File: config.mk
export PLATFORM = sky130hd
export DESIGN_NAME = uart_rx_ctrl
export DESIGN_NICKNAME = d
export VERILOG_FILES = /design/src/rtl/uart_pkg.sv /design/src/rtl/uart_os_tick.sv /design/src/rtl/uart_rx_ctrl.sv
export SDC_FILE = /design/constraint.sdc
export NUM_CORES = 1
export LEC_CHECK = 0
export ABC_CLOCK_PERIOD_IN_PS = 3400
export BUFFER_PORTS_ARGS = -buffer_cell sky130_fd_sc_hd__buf_2
export CORE_AREA = 2 2 61 63
export DETAILED_ROUTE_END_ITERATION = 7
export DIE_AREA = 0 0 63 65
export GPL_TIMING_DRIVEN = 0
export HOLD_SLACK_MARGIN = 0.06
export PLACE_DENSITY_LB_ADDON = 0.1
export SETUP_SLACK_MARGIN = 0.1
export SLEW_MARGIN = 20
export SYNTH_ARGS = -nofsm -noshare
export SYNTH_HDL_FRONTEND = slang
export SYNTH_HIERARCHICAL = 1
export SYNTH_SLANG_ARGS = --single-unit
File: constraint.sdc
create_clock -name clk_50mhz -period 3.4 [get_ports clk_50mhz]
set_clock_uncertainty 0.05 [all_clocks]
set_input_delay 0 -clock clk_50mhz [delete_from_list [all_inputs] [get_ports clk_50mhz]]
set_output_delay 0 -clock clk_50mhz [all_outputs]
set_load 0.01 [all_outputs]
File: src/rtl/uart_pkg.sv
// Shared constants, FSM encoding and vote helper for the UART receive path.
package uart_pkg;

  localparam int unsigned DEF_CLK_DIV   = 48;
  localparam int unsigned DEF_OS_RATE   = 9;
  localparam int unsigned DEF_DATA_BITS = 8;

  // Vote sample indices around mid-bit for the default oversample rate
  localparam int unsigned DEF_VOTE_LO  = DEF_OS_RATE / 2 - 1;
  localparam int unsigned DEF_VOTE_MID = DEF_OS_RATE / 2;
  localparam int unsigned DEF_VOTE_HI  = DEF_OS_RATE / 2 + 1;

  typedef enum logic [2:0] {
    ST_IDLE,
    ST_START,
    ST_DATA,
    ST_STOP,
    ST_BREAK
  } rx_state_t;

  function automatic logic maj3(input logic [2:0] v);
    return (v[0] & v[1]) | (v[0] & v[2]) | (v[1] & v[2]);
  endfunction

endpackage

File: src/rtl/uart_os_tick.sv
// Oversample clock-enable generator: one-cycle tick every CLK_DIV cycles, re-phased by clr.
module uart_os_tick #(
  parameter int unsigned CLK_DIV = 48
) (
  input  logic clk_50mhz,
  input  logic rst_n,
  input  logic clr,
  output logic tick_c
);

  localparam int unsigned CNT_W = (CLK_DIV > 1) ? $clog2(CLK_DIV) : 1;

  logic [CNT_W-1:0] cnt;
  logic             at_top;

  assign at_top = (cnt == CNT_W'(CLK_DIV - 1));
  // A clear suppresses the tick so the first tick lands CLK_DIV cycles later
  assign tick_c = at_top & ~clr;

  always_ff @(posedge clk_50mhz or negedge rst_n) begin
    if (!rst_n) begin
      cnt <= '0;
    end else if (clr || at_top) begin
      cnt <= '0;
    end else begin
      cnt <= cnt + CNT_W'(1);
    end
  end

endmodule

File: src/rtl/uart_rx_ctrl.sv
// UART receiver: 9x oversampled, 3-sample majority vote, valid/ready holding register.
module uart_rx_ctrl
  import uart_pkg::*;
#(
  parameter int unsigned CLK_DIV   = DEF_CLK_DIV,
  parameter int unsigned OS_RATE   = DEF_OS_RATE,
  parameter int unsigned DATA_BITS = DEF_DATA_BITS
) (
  input  logic                 clk_50mhz,
  input  logic                 rst_n,
  input  logic                 rxd,
  input  logic                 rx_ready,
  output logic [DATA_BITS-1:0] rx_data,
  output logic                 rx_valid,
  output logic                 frame_err,
  output logic                 overrun,
  output logic                 rx_busy
);

  localparam int unsigned SAMP_W  = $clog2(OS_RATE);
  localparam int unsigned BIT_W   = (DATA_BITS > 1) ? $clog2(DATA_BITS) : 1;
  localparam int unsigned VOTE_LO  = OS_RATE / 2 - 1;
  localparam int unsigned VOTE_MID = OS_RATE / 2;
  localparam int unsigned VOTE_HI  = OS_RATE / 2 + 1;

  rx_state_t state, state_nxt;

  logic                 rxd_meta, rxd_sync, rxd_prev;
  logic                 start_edge_c;
  logic                 os_tick;
  logic [SAMP_W-1:0]    samp_cnt;
  logic [2:0]           vote;
  logic [BIT_W-1:0]     bit_cnt;
  logic [DATA_BITS-1:0] shift_reg;
  logic                 bit_end_c, stop_pt_c;
  logic                 vote_bit_c, stop_vote_c;

  logic tick_clr, bit_clr, bit_shift, deliver, ferr_set;

  // Two-flop synchronizer plus one history flop for falling-edge detect
  always_ff @(posedge clk_50mhz or negedge rst_n) begin
    if (!rst_n) begin
      rxd_meta <= 1'b1;
      rxd_sync <= 1'b1;
      rxd_prev <= 1'b1;
    end else begin
      rxd_meta <= rxd;
      rxd_sync <= rxd_meta;
      rxd_prev <= rxd_sync;
    end
  end

  assign start_edge_c = rxd_prev & ~rxd_sync;

  uart_os_tick #(.CLK_DIV(CLK_DIV)) u_os_tick (
    .clk_50mhz (clk_50mhz),
    .rst_n     (rst_n),
    .clr       (tick_clr),
    .tick_c    (os_tick)
  );

  assign bit_end_c   = os_tick && (samp_cnt == SAMP_W'(OS_RATE - 1));
  assign stop_pt_c   = os_tick && (samp_cnt == SAMP_W'(VOTE_HI));
  assign vote_bit_c  = maj3(vote);
  // Stop decision happens on the last vote sample, so fold in the live sample
  assign stop_vote_c = maj3({rxd_sync, vote[1:0]});

  always_ff @(posedge clk_50mhz or negedge rst_n) begin
    if (!rst_n) state <= ST_IDLE;
    else        state <= state_nxt;
  end

  always_comb begin
    state_nxt = state;
    tick_clr  = 1'b0;
    bit_clr   = 1'b0;
    bit_shift = 1'b0;
    deliver   = 1'b0;
    ferr_set  = 1'b0;
    unique case (state)
      ST_IDLE: begin
        if (start_edge_c) begin
          tick_clr  = 1'b1;
          state_nxt = ST_START;
        end
      end
      ST_START: begin
        if (bit_end_c) begin
          if (vote_bit_c) begin
            state_nxt = ST_IDLE;
          end else begin
            bit_clr   = 1'b1;
            state_nxt = ST_DATA;
          end
        end
      end
      ST_DATA: begin
        if (bit_end_c) begin
          bit_shift = 1'b1;
          if (bit_cnt == BIT_W'(DATA_BITS - 1)) state_nxt = ST_STOP;
        end
      end
      ST_STOP: begin
        if (stop_pt_c) begin
          if (stop_vote_c) begin
            deliver   = 1'b1;
            state_nxt = ST_IDLE;
          end else begin
            ferr_set  = 1'b1;
            state_nxt = ST_BREAK;
          end
        end
      end
      ST_BREAK: begin
        if (rxd_sync) state_nxt = ST_IDLE;
      end
      default: state_nxt = ST_IDLE;
    endcase
  end

  // Sample position, vote capture, bit count and shift register
  always_ff @(posedge clk_50mhz or negedge rst_n) begin
    if (!rst_n) begin
      samp_cnt  <= '0;
      vote      <= '0;
      bit_cnt   <= '0;
      shift_reg <= '0;
    end else begin
      if (tick_clr) begin
        samp_cnt <= '0;
      end else if (os_tick) begin
        samp_cnt <= bit_end_c ? '0 : samp_cnt + SAMP_W'(1);
        if (samp_cnt == SAMP_W'(VOTE_LO))  vote[0] <= rxd_sync;
        if (samp_cnt == SAMP_W'(VOTE_MID)) vote[1] <= rxd_sync;
        if (samp_cnt == SAMP_W'(VOTE_HI))  vote[2] <= rxd_sync;
      end
      if (bit_clr) begin
        bit_cnt <= '0;
      end else if (bit_shift) begin
        bit_cnt   <= bit_cnt + BIT_W'(1);
        shift_reg <= {vote_bit_c, shift_reg[DATA_BITS-1:1]};
      end
    end
  end

  // Host-side holding register and status pulses
  always_ff @(posedge clk_50mhz or negedge rst_n) begin
    if (!rst_n) begin
      rx_data   <= '0;
      rx_valid  <= 1'b0;
      frame_err <= 1'b0;
      overrun   <= 1'b0;
      rx_busy   <= 1'b0;
    end else begin
      frame_err <= ferr_set;
      overrun   <= deliver && rx_valid && !rx_ready;
      rx_busy   <= (state_nxt != ST_IDLE);
      if (deliver && (!rx_valid || rx_ready)) begin
        rx_data  <= shift_reg;
        rx_valid <= 1'b1;
      end else if (rx_valid && rx_ready) begin
        rx_valid <= 1'b0;
      end
    end
  end

endmodule

Word-level counts from Yosys, hierarchy flattened
Cells that the tools add are included.
{"block": "classes", "addsub": 3, "mul": 0, "n_div": 0, "order_cmp": 0, "eq_ne": 10, "shifts": 0, "muxes": 30, "bitwise_logic": 14, "reduce_logical": 19}
{"operator": "$mux W3", "count": 9}
{"operator": "$mux W1", "count": 15}
{"operator": "$pmux W3 S5", "count": 1}
{"operator": "$mux W4", "count": 3}
{"operator": "$reduce_and A3 Y1", "count": 3}
{"operator": "$eq A4 B3 Y1 const B", "count": 2}
{"operator": "$and A1 B1 Y1", "count": 7}
{"operator": "$add A6 B1 Y6 const B", "count": 1}
{"operator": "$eq A3 B2 Y1 const B", "count": 2}
{"operator": "$eq A3 B3 Y1 const B", "count": 2}
{"operator": "$eq A6 B6 Y1 const B", "count": 1}
{"operator": "$logic_and A1 B1 Y1", "count": 6}
{"operator": "$mux W6", "count": 1}
{"operator": "$reduce_bool A2 Y1", "count": 3}
{"operator": "$add A4 B1 Y4 const B", "count": 1}
{"operator": "$eq A4 B2 Y1 const B", "count": 1}
{"operator": "$eq A4 B4 Y1 const B", "count": 1}
{"operator": "$or A1 B1 Y1", "count": 4}
{"operator": "$add A3 B1 Y3 const B", "count": 1}
{"operator": "$eq A3 B1 Y1 const B", "count": 1}
{"operator": "$logic_not A3 Y1", "count": 1}
{"operator": "$not A1 Y1", "count": 3}
{"operator": "$reduce_bool A3 Y1", "count": 1}
{"operator": "$logic_not A1 Y1", "count": 2}
{"operator": "3 further kinds", "count": 4}
{"block": "totals", "ff_bits": 42, "latch_bits": 0, "mem_bits_rw": 0, "rom_bits": 0, "in_bits": 4, "out_inout_bits": 12, "n_memories": 0}

Logic depth before layout (Yosys ltp)
Gate-level depths: netlist of the first run.
{"block": "logic_depth", "word_depth": 11, "mapped_depth": 11}

Cells and area by module
Netlist of the first run, hierarchy kept.
{"module": "uart_rx_ctrl", "n_inst": 1, "cells_each": 138, "area_per_inst_um2": 1639.1}
{"module": "uart_os_tick", "n_inst": 1, "cells_each": 25, "area_per_inst_um2": 274.0}

Worst setup path after synthesis of the first run
Ideal clock, no wire load.
{"block": "synth_path", "path_kind": "register to register", "start": "register rxd_sync", "end": "register rx_data[0]", "arrival_ns": 2.207, "t_required_ns": 3.225, "path_slack_ns": 1.018, "path_stages_with_launch": 11, "n_path_buf": 3, "period_less_slack_ns": 2.382, "cell_sequence": "dfstp_2 > nor2_1 > and3_1 > buf_2 > nor3_1 > buf_4 > and4b_2 > nand4_1 > nand2b_4 > buf_6 > mux2_4"}
{"block": "synth_via", "elab_chain_len": 10, "word_cells_on_any_way": 15, "classes_between": "mux: 5; bitwise: 8; reduce/logical: 2"}
{"element": "start, declared", "line": "uart_rx_ctrl.sv:28", "text": "logic rxd_meta, rxd_sync, rxd_prev;"}
{"element": "start signal, assigned", "line": "uart_rx_ctrl.sv:48", "text": "rxd_sync <= rxd_meta;"}
{"element": "$not A1 Y1", "line": "uart_rx_ctrl.sv:53", "text": "assign start_edge_c = rxd_prev & ~rxd_sync;"}
{"element": "$and A1 B1 Y1", "line": "uart_rx_ctrl.sv:53"}
{"element": "$mux W1", "line": "uart_rx_ctrl.sv:82", "text": "if (start_edge_c) begin"}
{"element": "$mux W1", "line": "uart_rx_ctrl.sv:80", "text": "unique case (state)"}
{"element": "net tick_clr", "line": "uart_rx_ctrl.sv:38", "text": "logic tick_clr, bit_clr, bit_shift, deliver, ferr_set;"}
{"element": "$not A1 Y1 (no line)"}
{"element": "$and A1 B1 Y1", "line": "uart_os_tick.sv:18", "text": "assign tick_c = at_top & ~clr;"}
{"element": "net os_tick", "line": "uart_rx_ctrl.sv:30", "text": "logic os_tick;"}
{"element": "$logic_and A1 B1 Y1", "line": "uart_rx_ctrl.sv:63", "text": "assign stop_pt_c = os_tick && (samp_cnt == SAMP_W'(VOTE_HI));"}
{"element": "$mux W1", "line": "uart_rx_ctrl.sv:104", "text": "if (stop_pt_c) begin"}
{"element": "$mux W1", "line": "uart_rx_ctrl.sv:80"}
{"element": "$logic_and A1 B1 Y1", "line": "uart_rx_ctrl.sv:158", "text": "if (deliver && (!rx_valid || rx_ready)) begin"}
{"element": "end signal, assigned", "line": "uart_rx_ctrl.sv:159", "text": "rx_data <= shift_reg;"}
{"element": "end, declared", "line": "uart_rx_ctrl.sv:13", "text": "output logic [DATA_BITS-1:0] rx_data,"}
The timed path passes the listed nets, and every way through them passes these cells.
A chain may end at the register's enable or synchronous reset.

Final worst setup path of the first run
{"block": "layout_path", "start": "register rxd_sync", "end": "register rx_data[3]"}
The elaborated chain is that of the path after synthesis.

==> flow_summary.json, run 1 <==
{
  "grt_overflow": 0,
  "antenna_cells_inserted": 0,
  "drtAntennaViolNets": 0,
  "rows": 22,
  "synth.yosys.seq_area_share_pct": 55.1,
  "die_w_um": 63,
  "tritoncts": "done",
  "routed_length_per_instance_um": 13.8,
  "cap_violations": 0,
  "cts-root-buf": "sky130_fd_sc_hd__clkbuf_4",
  "switching_share_pct": 26.3,
  "power_switching_w": 0.000281,
  "number_of_resized_instances_in_the_post_cts_repair_step": 0,
  "grt_util_all_layers_pct": 18.7,
  "regArea_sq_um": 1050,
  "finalPower_w": 0.00107,
  "yosysWarnings": 6,
  "cts_max_path_buffers": 2,
  "headroom_to_the_max_slew_limit_pct": 39.2,
  "antenna_found_initial": 0,
  "synth.lib_cells_used.distinct": 44,
  "status": "completed",
  "post-route-period-util_pct": 78.2,
  "areaGrowthSynthToFinish_pct": 13.1,
  "tritoncts.num_buffers": 5,
  "detailroute.via_count": 1240,
  "finish.net_count": 198,
  "hold_path_class": "input port to flop",
  "detail_route.drc_violations": 0,
  "fin_tns_setup_ns": 0,
  "multi_input_comb_area_sq_um": 779,
  "critPathRequiredTime_ns": 3.59,
  "netlist_instances": 163,
  "leakagePower_nw": 1.12,
  "max_vdd_drop_uv": 320,
  "cts_sinks": 42,
  "place_congestion": 0.781,
  "dp.cells": 226,
  "seqPwrFrac_pct": 55.0,
  "min_period_ns": 2.66,
  "clock_power_share_pct": 31.3,
  "insertion_delay_ns": 0.35,
  "critPathMaxFanout": 11,
  "totalWireLength_um": 3270,
  "pwr_density_cell_nw_per_um2": 494,
  "post_drt_via_cell_ratio": 5.23,
  "max_freq_mhz": 376,
  "setup-violations-final": 0,
  "die_area_sq_um": 4100,
  "final-hold-violation-count": 0,
  "cts.clk_slew.worst_paths_ns": 0.11,
  "synth-edff-count": 0,
  "critPathLaunchType": "flop",
  "final_layout_size_suffix_gt1_share_pct": 26.5,
  "syn_area_per_cell_sq_um": 11.7,
  "p_int_w": 0.000788,
  "worst-slew-pin-transition_ns": 0.912,
  "synthesis.nets": 173,
  "endpoint_kind": "flop",
  "num_io_pins": 16,
  "detailed_place_hpwl_um": 2210,
  "final-instance-count-excl-fill": 237,
  "first_global_vias": 1266,
  "postSynth.asyncResetShare_pct": 100,
  "port_buffers": 15,
  "synth_ff_type": "sky130_fd_sc_hd__dfrtp_1",
  "fin_util_pct": 61.9,
  "holdCritStartpoint": "rxd",
  "synthesis.area_sq_um": 1910,
  "timing.critical_path.arrival_ns": 2.85,
  "rsz_0062_raised_after_global_routing": "no",
  "filler_cell_count": 306,
  "postCtsSetupRepairBufs": 0,
  "grt_start_max_net_pins": 43,
  "category_of_the_most_critical_setup_path": "flop to flop",
  "pwr-share-comb_pct": 13.6,
  "drt_iter0_markers": 91,
  "postSynthRegisterBits": 42,
  "pre_cts_ws_ns": 0.758,
  "worstSetupStartpoint": "rxd_sync",
  "timing.rr.start": "rxd_sync",
  "global_route_wire_length_before_repair_um": 5910,
  "h-tree-depth": 2,
  "slew_viol_final": 0,
  "die-height_um": 65,
  "final.setup.worst_slack_ns": 0.741,
  "floorplan.initialDensity_pct": 54.7,
  "placeableCoreArea_sq_um": 3500,
  "drt_pass1_iterations": 4
}
==> cell type report <==
class,count,area share [%]
multi-input cells,108,36.0
inverters,6,1.04
clock inverters,1,1.39
flip-flops and latches,42,48.8
clock buffers,7,2.54
plain buffers,7,2.60
well taps,48,2.78
repair buffers,18,4.86
==> path summary, 6_finish.rpt <==
check / endpoint / cells after the start / slack (ns)
worst max-delay path: rx_data[3] / 10 / 0.74
worst min-delay path: rxd_meta / 2 / 0.24
worst max register to register: rx_data[3] / 10 / 0.74
worst min register to register: rxd_sync / 0 / 0.31
max in group asynchronous: vote[0] / 2 / 2.47
min in group asynchronous: shift_reg[5] / 2 / 0.27
==> through the flow <==
stage               cell area [sq um]  hold WS (ns)
floorplan                        1910        -0.346
global placement                 2050        0.0545
detailed placement               2050        0.0562
CTS                              2160         0.222
global route                     2160         0.223
finish                           2160         0.238
==> cells by family after synthesis <==
logic type                 Yosys count  share of synthesized area, %
and+or+nand+nor                     66                          19.0
AOI/OAI and AO/OA                   19                          7.00
muxes                               11                          7.98
adders and majority gates            8                          4.97
xor gates and xnor gates             4                          1.83
DFF                                 42                          55.1
buffers and inverters               13                          4.12
==> cell usage after synthesis (3+ instances only) <==
library cell,n,area (sq um)
sky130_fd_sc_hd__dfrtp_1,39,976
sky130_fd_sc_hd__nand2_1,29,109
sky130_fd_sc_hd__nor2_1,12,45.0
sky130_fd_sc_hd__mux2_4,8,120
sky130_fd_sc_hd__ha_1,6,75.1
sky130_fd_sc_hd__inv_1,6,22.5
sky130_fd_sc_hd__o21ai_0,6,30.0
sky130_fd_sc_hd__a21oi_1,3,15.0
sky130_fd_sc_hd__buf_2,3,15.0
sky130_fd_sc_hd__buf_6,3,33.8
sky130_fd_sc_hd__dfstp_2,3,78.8
sky130_fd_sc_hd__nand2b_1,3,18.8
sky130_fd_sc_hd__nand3_1,3,15.0
==> power groups by stage <==
stage          registers [W]  logic [W]  clock network, W
2_1_floorplan       0.000591   0.000107                 0
3_3_place_gp        0.000596   0.000136                 0
3_5_place_dp        0.000599   0.000144                 0
4_1_cts             0.000589   0.000149          0.000341
5_1_grt             0.000595   0.000168          0.000368
6_report            0.000588   0.000146          0.000335
==> cell usage in the layout, fill, tap and decap left out, types with 3 or more instances in the layout <==
| cell type | instances |
|---|---|
| sky130_fd_sc_hd__a21oi_1 | 3 |
| sky130_fd_sc_hd__buf_2 | 18 |
| sky130_fd_sc_hd__buf_6 | 3 |
| sky130_fd_sc_hd__clkbuf_4 | 5 |
| sky130_fd_sc_hd__dfrtp_1 | 39 |
| sky130_fd_sc_hd__dfstp_2 | 3 |
| sky130_fd_sc_hd__dlygate4sd3_1 | 3 |
| sky130_fd_sc_hd__ha_1 | 6 |
| sky130_fd_sc_hd__inv_1 | 6 |
| sky130_fd_sc_hd__mux2_4 | 8 |
| sky130_fd_sc_hd__nand2_1 | 29 |
| sky130_fd_sc_hd__nand2b_1 | 3 |
| sky130_fd_sc_hd__nand3_1 | 3 |
| sky130_fd_sc_hd__nor2_1 | 12 |
| sky130_fd_sc_hd__o21ai_0 | 6 |
==> per-layer routing <==
| layer | global-route usage (%) | routed length [um] | up-vias |
|---|---|---|---|
| met5 | 0 | 0 | - |
| met4 | 7.50 | 55 | 0 |
| met3 | 4.69 | 106 | 7 |
| met2 | 31.6 | 1610 | 20 |
| met1 | 23.0 | 1500 | 608 |
| li1 | - | - | 605 |
==> what timing repair did <==
action / 4_1_cts / 5_1_grt
hold buffers: 3 / 0
setup endpoints to repair: 0 / 0
hold endpoints to repair: 42 / 0
==> critical path, stage by stage, from the launching register on <==
cell,delay (ns)
sky130_fd_sc_hd__dfstp_2,0.60
sky130_fd_sc_hd__nor2_1,0.06
sky130_fd_sc_hd__and3_1,0.16
sky130_fd_sc_hd__buf_2,0.19
sky130_fd_sc_hd__nor3_1,0.20
sky130_fd_sc_hd__buf_4,0.19
sky130_fd_sc_hd__and4b_2,0.30
sky130_fd_sc_hd__nand4_1,0.17
sky130_fd_sc_hd__nand2b_4,0.18
sky130_fd_sc_hd__buf_6,0.15
sky130_fd_sc_hd__mux2_4,0.30
Power figures use the tool's default switching activity.
==> run 2: changes to the inputs <==
--- a/config.mk
+++ b/config.mk
@@ -5,11 +5,11 @@
 export SDC_FILE = /design/constraint.sdc
 export NUM_CORES = 1
 export LEC_CHECK = 0
-export ABC_CLOCK_PERIOD_IN_PS = 3400
+export ABC_CLOCK_PERIOD_IN_PS = 2300
 export BUFFER_PORTS_ARGS = -buffer_cell sky130_fd_sc_hd__buf_2
-export CORE_AREA = 2 2 61 63
+export CORE_AREA = 2 2 64 66
 export DETAILED_ROUTE_END_ITERATION = 7
-export DIE_AREA = 0 0 63 65
+export DIE_AREA = 0 0 66 68
 export GPL_TIMING_DRIVEN = 0
 export HOLD_SLACK_MARGIN = 0.06
 export PLACE_DENSITY_LB_ADDON = 0.1
==> constraint.sdc (replaced) <==
create_clock -name clk_50mhz -period 2.3 [get_ports clk_50mhz]
set_clock_uncertainty 0.05 [all_clocks]
set_input_delay 0 -clock clk_50mhz [delete_from_list [all_inputs] [get_ports clk_50mhz]]
set_output_delay 0 -clock clk_50mhz [all_outputs]
set_load 0.01 [all_outputs]
==> run 2 against run 1 <==
Net effect:
- final area is 6.8% higher
- worst hold slack better by 0.066 ns
- sequential power rose by 49%
- non-clock buffer count increased by 10
- sequential share of layout area is 3.1 points lower
- die area is 9.6% higher
- critical endpoint is now rx_data[1]
==> flow_summary.json, run 2 (synthesis gave the netlist of run 1 again) <==
{
  "endpoint_kind": "flop",
  "finish.net_count": 208,
  "detailed_place_hpwl_um": 2250,
  "detailroute.via_count": 1307,
  "die_w_um": 66,
  "r2r.worst_path.cells": 9,
  "multi_input_comb_area_sq_um": 806,
  "category_of_the_most_critical_setup_path": "flop to flop",
  "antenna_found_initial": 0,
  "critPathRequiredTime_ns": 2.43,
  "clock_power_share_pct": 33.5,
  "layout.cells.most_common_list": "sky130_fd_sc_hd__dfrtp_1 (39), sky130_fd_sc_hd__nand2_1 (29), sky130_fd_sc_hd__buf_2 (16)",
  "slew_viol_final": 0,
  "setup-violations-final": 0,
  "timing.critical_path.arrival_ns": 2.32,
  "worst-slew-pin-transition_ns": 0.891,
  "headroom_to_the_max_slew_limit_pct": 40.6,
  "power_switching_w": 0.000445,
  "critical_path.max_stage_delay_ns": 0.56,
  "min_path_cells": 2,
  "drt_pass1_iterations": 4,
  "sequence_of_cells_on_the_critical_path": "nor2_2 > and3_4 > nor3_4 > buf_6 > and4b_2 > nand4_1 > nand2b_4 > buf_12 > mux2_4",
  "pwr-share-comb_pct": 14.6,
  "final_layout_size_suffix_gt1_share_pct": 32.2,
  "die-height_um": 68,
  "insertion_delay_ns": 0.29,
  "p_int_w": 0.00125,
  "regArea_sq_um": 1050,
  "post-route-period-util_pct": 95.3,
  "max_freq_mhz": 456,
  "switching_share_pct": 26.3,
  "antenna_cells_inserted": 0,
  "dp.cells": 228,
  "post_drt_via_cell_ratio": 5.25,
  "path_depth": 9,
  "top_layer": "met4",
  "cp_top_family": "simple AND/OR/NAND/NOR gates",
  "cts_max_path_buffers": 2,
  "place_congestion": 0.791,
  "die_area_sq_um": 4490,
  "cts.clk_slew.worst_paths_ns": 0.07,
  "fin_util_pct": 59.9,
  "num_io_pins": 16,
  "grt_util_all_layers_pct": 17.2,
  "h-tree-depth": 2,
  "floorplan.initialDensity_pct": 49.6,
  "finalPower_w": 0.00169,
  "met2RoutedLength_um": 1830,
  "final-instance-count-excl-fill": 249,
  "critical_path_buf_inv_count": 2,
  "tritoncts.num_buffers": 5,
  "rows": 23,
  "rsz_0062_raised_after_global_routing": "yes",
  "routed_length_per_instance_um": 14.1,
  "route.met3.wl_um": 135,
  "max_vdd_drop_uv": 394,
  "grt_overflow": 0,
  "placeableCoreArea_sq_um": 3860,
  "critPathLaunchType": "flop",
  "postLayoutCellArea_sq_um": 2310,
  "first_global_vias": 1317,
  "final_common_cell": "sky130_fd_sc_hd__dfrtp_1",
  "filler_cell_count": 319,
  "pwr_density_cell_nw_per_um2": 732,
  "global_route_wire_length_before_repair_um": 5740,
  "totalWireLength_um": 3520,
  "drtAntennaViolNets": 0,
  "hold_path_class": "input port to flop",
  "cts_sinks": 42,
  "status": "completed",
  "cap_violations": 0,
  "drt_iter0_markers": 63,
  "detail_route.drc_violations": 0,
  "timing.critical_path.slowest_stage_cell": "sky130_fd_sc_hd__dfstp_2",
  "port_buffers": 15,
  "min_period_ns": 2.19,
  "dp_area_sq_um": 2070,
  "leakagePower_nw": 1.18,
  "wirelength_met1_um": 1510,
  "final-hold-violation-count": 0,
  "worst_hold_slack_ns": 0.304,
  "areaGrowthSynthToFinish_pct": 20.7,
  "seqPwrFrac_pct": 51.9,
  "tritoncts": "done",
  "cts-root-buf": "sky130_fd_sc_hd__clkbuf_8",
  "grt_start_max_net_pins": 43,
  "critPathMaxFanout": 8
}
run 2: cell types whose count changed in the layout (fill, tap and decap cells not counted), sizes merged:
cell,previous run,this run
buf,22,32
run 2: power groups by stage:
| stage | clock (W) | sequential, W | combinational (W) |
|---|---|---|---|
| 6_report | 0.000566 | 0.000878 | 0.000247 |
| 5_1_grt | 0.000614 | 0.000887 | 0.000285 |
| 4_1_cts | 0.000589 | 0.000873 | 0.000241 |
| 3_5_place_dp | 0 | 0.000887 | 0.000220 |
| 3_3_place_gp | 0 | 0.000881 | 0.000205 |
| 2_1_floorplan | 0 | 0.000874 | 0.000161 |
run 2: worst paths after layout:
kind                            startpoint               end  slack (ns)
max in group asynchronous            rst_n  u_os_tick/cnt[0]        1.31
min in group asynchronous            rst_n       samp_cnt[3]        0.33
worst max-delay path              rxd_sync        rx_data[1]        0.11
worst min register to register    rxd_meta          rxd_sync        0.31
worst max register to register    rxd_sync        rx_data[1]        0.11
worst min-delay path                   rxd          rxd_meta        0.30
run 2: area by class of cell:
cell class | count | share of cell area (%)
timing repair buffer | 29 | 8.13
tap | 50 | 2.71
clock inverter | 1 | 1.30
clock buffer | 7 | 3.30
sequential | 42 | 45.7
buffer | 6 | 3.03
multi-input combinational | 108 | 34.9
inverter | 6 | 0.975
run 2: repair_timing:
item	in CTS	in global routing
setup buffers	10	1
gates resized for setup	5	5
setup endpoints to repair	10	11
hold buffers	3	0
pin swaps	3	3
hold endpoints to repair	42	0
run 2: stage by stage:
stage / setup slack, ns / setup TNS, ns
after floorplan: 0.0567 / 0
after global placement: -0.138 / -1.12
after detailed placement: -0.178 / -1.43
after CTS: 0.0146 / 0
after global routing: 0.0174 / 0
final: 0.107 / 0
run 2: routing by layer:
layer	vias up	track usage (%)
li1	622	-
met5	-	0
met3	4	4.93
met1	653	18.6
met4	0	6.89
met2	28	31.8
==> run 3: changes to the inputs <==
--- a/config.mk
+++ b/config.mk
@@ -5,11 +5,12 @@
 export SDC_FILE = /design/constraint.sdc
 export NUM_CORES = 1
 export LEC_CHECK = 0
-export ABC_CLOCK_PERIOD_IN_PS = 2300
-export BUFFER_PORTS_ARGS = -buffer_cell sky130_fd_sc_hd__buf_2
-export CORE_AREA = 2 2 64 66
+export ABC_CLOCK_PERIOD_IN_PS = 1900
+export CORE_AREA = 2 2 62 64
+export CTS_CLUSTER_SIZE = 20
 export DETAILED_ROUTE_END_ITERATION = 7
-export DIE_AREA = 0 0 66 68
+export DIE_AREA = 0 0 64 66
+export DONT_BUFFER_PORTS = 1
 export GPL_TIMING_DRIVEN = 0
 export HOLD_SLACK_MARGIN = 0.06
 export PLACE_DENSITY_LB_ADDON = 0.1
==> constraint.sdc (replaced) <==
create_clock -name clk_50mhz -period 1.9 [get_ports clk_50mhz]
set_clock_uncertainty 0.05 [all_clocks]
set_input_delay 0 -clock clk_50mhz [delete_from_list [all_inputs] [get_ports clk_50mhz]]
set_output_delay 0 -clock clk_50mhz [all_outputs]
set_load 0.01 [all_outputs]
==> run 3 against run 2 <==
Net effect:
- the flow now finishes with violations (negative setup slack)
- final cell count decreased by 1.2%
- global-route usage grew 2.5 points
- register-to-register slack worse by 0.46 ns
- sequential power rose by 21%
- non-clock buffer count down 1
- combinational power grew 32%
- count of clock-buffer cells in the layout down 2
- sequential share of layout area fell by 2.9 points
- fmax down 2.6%
- die area decreased by 5.9%
- via count grew 3.3%
- clock power rose by 3.7%
- largest cell class unchanged
==> flow_summary.json, run 3 (synthesis gave the netlist of run 1 again) <==
{
  "status": "finished, violations left",
  "violations": "negative setup slack",
  "num_io_pins": 16,
  "setup-violations-final": 23,
  "final.setup.worst_slack_ns": -0.352,
  "final-hold-violation-count": 0,
  "floorplan.initialDensity_pct": 53.9,
  "tritoncts.num_buffers": 5,
  "fin_tns_setup_ns": -5.33,
  "timing.critical_path.arrival_ns": 2.45,
  "detailed_place_hpwl_um": 2170,
  "max_vdd_drop_uv": 518,
  "multi_input_comb_area_sq_um": 898,
  "headroom_to_the_max_slew_limit_pct": 76.8,
  "drt_pass1_iterations": 4,
  "totalWireLength_um": 3990,
  "insertion_delay_ns": 0.36,
  "category_of_the_most_critical_setup_path": "flop to flop",
  "h-tree-depth": 2,
  "endpoint_kind": "flop",
  "final_layout_size_suffix_gt1_share_pct": 39.9,
  "antenna_found_initial": 0,
  "power_switching_w": 0.000559,
  "pwr_density_cell_nw_per_um2": 801,
  "drtAntennaViolNets": 0,
  "cts_max_path_buffers": 2,
  "die-height_um": 66,
  "final-instance-count-excl-fill": 246,
  "rsz_0062_raised_after_global_routing": "yes",
  "fin_util_pct": 69.4,
  "min_period_ns": 2.25,
  "worst-slew-pin-transition_ns": 0.347,
  "timing.critical_path.slowest_stage_cell": "sky130_fd_sc_hd__dfrtp_1",
  "critPathRequiredTime_ns": 2.10,
  "die_w_um": 64,
  "cp_top_family": "simple AND/OR/NAND/NOR gates",
  "leakagePower_nw": 1.26,
  "filler_cell_count": 259,
  "detail_route.drc_violations": 0,
  "placeableCoreArea_sq_um": 3550,
  "slew_viol_final": 0,
  "post_drt_via_cell_ratio": 5.49,
  "regArea_sq_um": 1050,
  "global_route_wire_length_before_repair_um": 6230,
  "first_global_vias": 1304,
  "post-route-period-util_pct": 119,
  "critical_path_buf_inv_count": 2,
  "detailroute.via_count": 1350,
  "tritoncts": "done",
  "finish.net_count": 207,
  "critPathMaxFanout": 4,
  "grt_overflow": 0,
  "cts_sinks": 42,
  "die_area_sq_um": 4220,
  "max_freq_mhz": 444,
  "pre_cts_ws_ns": -0.535,
  "cts.clk_slew.worst_paths_ns": 0.13,
  "hold_path_class": "input port to flop",
  "switching_share_pct": 28.3,
  "cts-root-buf": "sky130_fd_sc_hd__clkbuf_4",
  "seqPwrFrac_pct": 53.8,
  "areaGrowthSynthToFinish_pct": 28.8,
  "rows": 22,
  "final_common_cell": "sky130_fd_sc_hd__dfrtp_1",
  "port_buffers": 0,
  "cap_violations": 0,
  "grt_util_all_layers_pct": 19.7,
  "p_int_w": 0.00141,
  "routed_length_per_instance_um": 16.2,
  "sequence_of_cells_on_the_critical_path": "buf_6 > nor2_4 > and3_4 > nor3_4 > buf_6 > and4b_2 > and4b_1 > a31o_1 > or3_1",
  "dp.cells": 211,
  "antenna_cells_inserted": 0,
  "critical_path.max_stage_delay_ns": 0.40,
  "drt_iter0_markers": 85,
  "layout.cells.most_common_list": "sky130_fd_sc_hd__dfrtp_1 (39), sky130_fd_sc_hd__nand2_1 (19), sky130_fd_sc_hd__buf_4 (18)",
  "place_congestion": 0.767,
  "clock_power_share_pct": 29.7,
  "critPathLaunchType": "flop",
  "grt_start_max_net_pins": 43,
  "critical_path.most_common_cell": "sky130_fd_sc_hd__buf_6",
  "pwr-share-comb_pct": 16.5
}
run 3: cell types whose count changed in the layout (fill, tap and decap cells not counted), sizes merged:
| cell | before | now |
|---|---|---|
| clkinv | 0 | 1 |
| clkbuf | 7 | 5 |
| inv | 6 | 7 |
| buf | 32 | 30 |
| dlygate4sd3 | 3 | 4 |
run 3: area by class of cell:
cell class | count | share of cell area, %
Clock inverter | 3 | 1.78
Timing Repair Buffer | 28 | 10.9
Sequential cell | 42 | 42.8
Clock buffer | 5 | 1.52
Multi-Input combinational cell | 108 | 36.4
Tap cell | 48 | 2.44
Inverter | 6 | 0.914
Buffer | 6 | 3.25
run 3: repair_timing:
action	in CTS	in global routing
hold endpoints to repair	45	0
setup buffers	17	10
hold buffers	5	0
endpoints found under the setup margin	28	31
pin swaps	3	6
gates cloned	1	0
resized for setup	18	16
run 3: path summary, 6_finish.rpt:
| kind | startpoint | endpoint | slack [ns] | cells past startpoint |
|---|---|---|---|---|
| max | state[1] | rx_busy | -0.35 | 9 |
| min | rxd | rxd_meta | 0.13 | 1 |
| max reg2reg | state[1] | rx_busy | -0.35 | 9 |
| min reg2reg | rxd_meta | rxd_sync | 0.32 | 0 |
| max in group asynchronous | rst_n | rxd_sync | 0.95 | 3 |
| min in group asynchronous | rst_n | state[1] | 0.58 | 3 |
run 3: routing by layer:
layer  vias up  share of wire, %  track usage, %
li1        624                 -               -
met1       688                44            23.1
met2        27                50            32.2
met3        11               3.4            6.13
met4         0               2.7            11.1
met5         -                 0               0
run 3: metrics by stage:
stage | total power (W) | area, sq um | hold slack [ns]
after global placement | 0.00129 | 2010 | -0.345
final | 0.00197 | 2460 | 0.128
after global routing | 0.00209 | 2460 | 0.0864
after CTS | 0.00195 | 2370 | 0.107
after floorplan | 0.00125 | 1950 | -0.346
after detailed placement | 0.00131 | 2010 | -0.345
run 3: power by group through the flow:
| stage | Combinational (W) | Sequential (W) | Clock [W] |
|---|---|---|---|
| 2_1_floorplan | 0.000195 | 0.00106 | 0 |
| 3_3_place_gp | 0.000222 | 0.00107 | 0 |
| 3_5_place_dp | 0.000239 | 0.00108 | 0 |
| 4_1_cts | 0.000291 | 0.00106 | 0.000602 |
| 5_1_grt | 0.000369 | 0.00108 | 0.000642 |
| 6_report | 0.000325 | 0.00106 | 0.000587 |
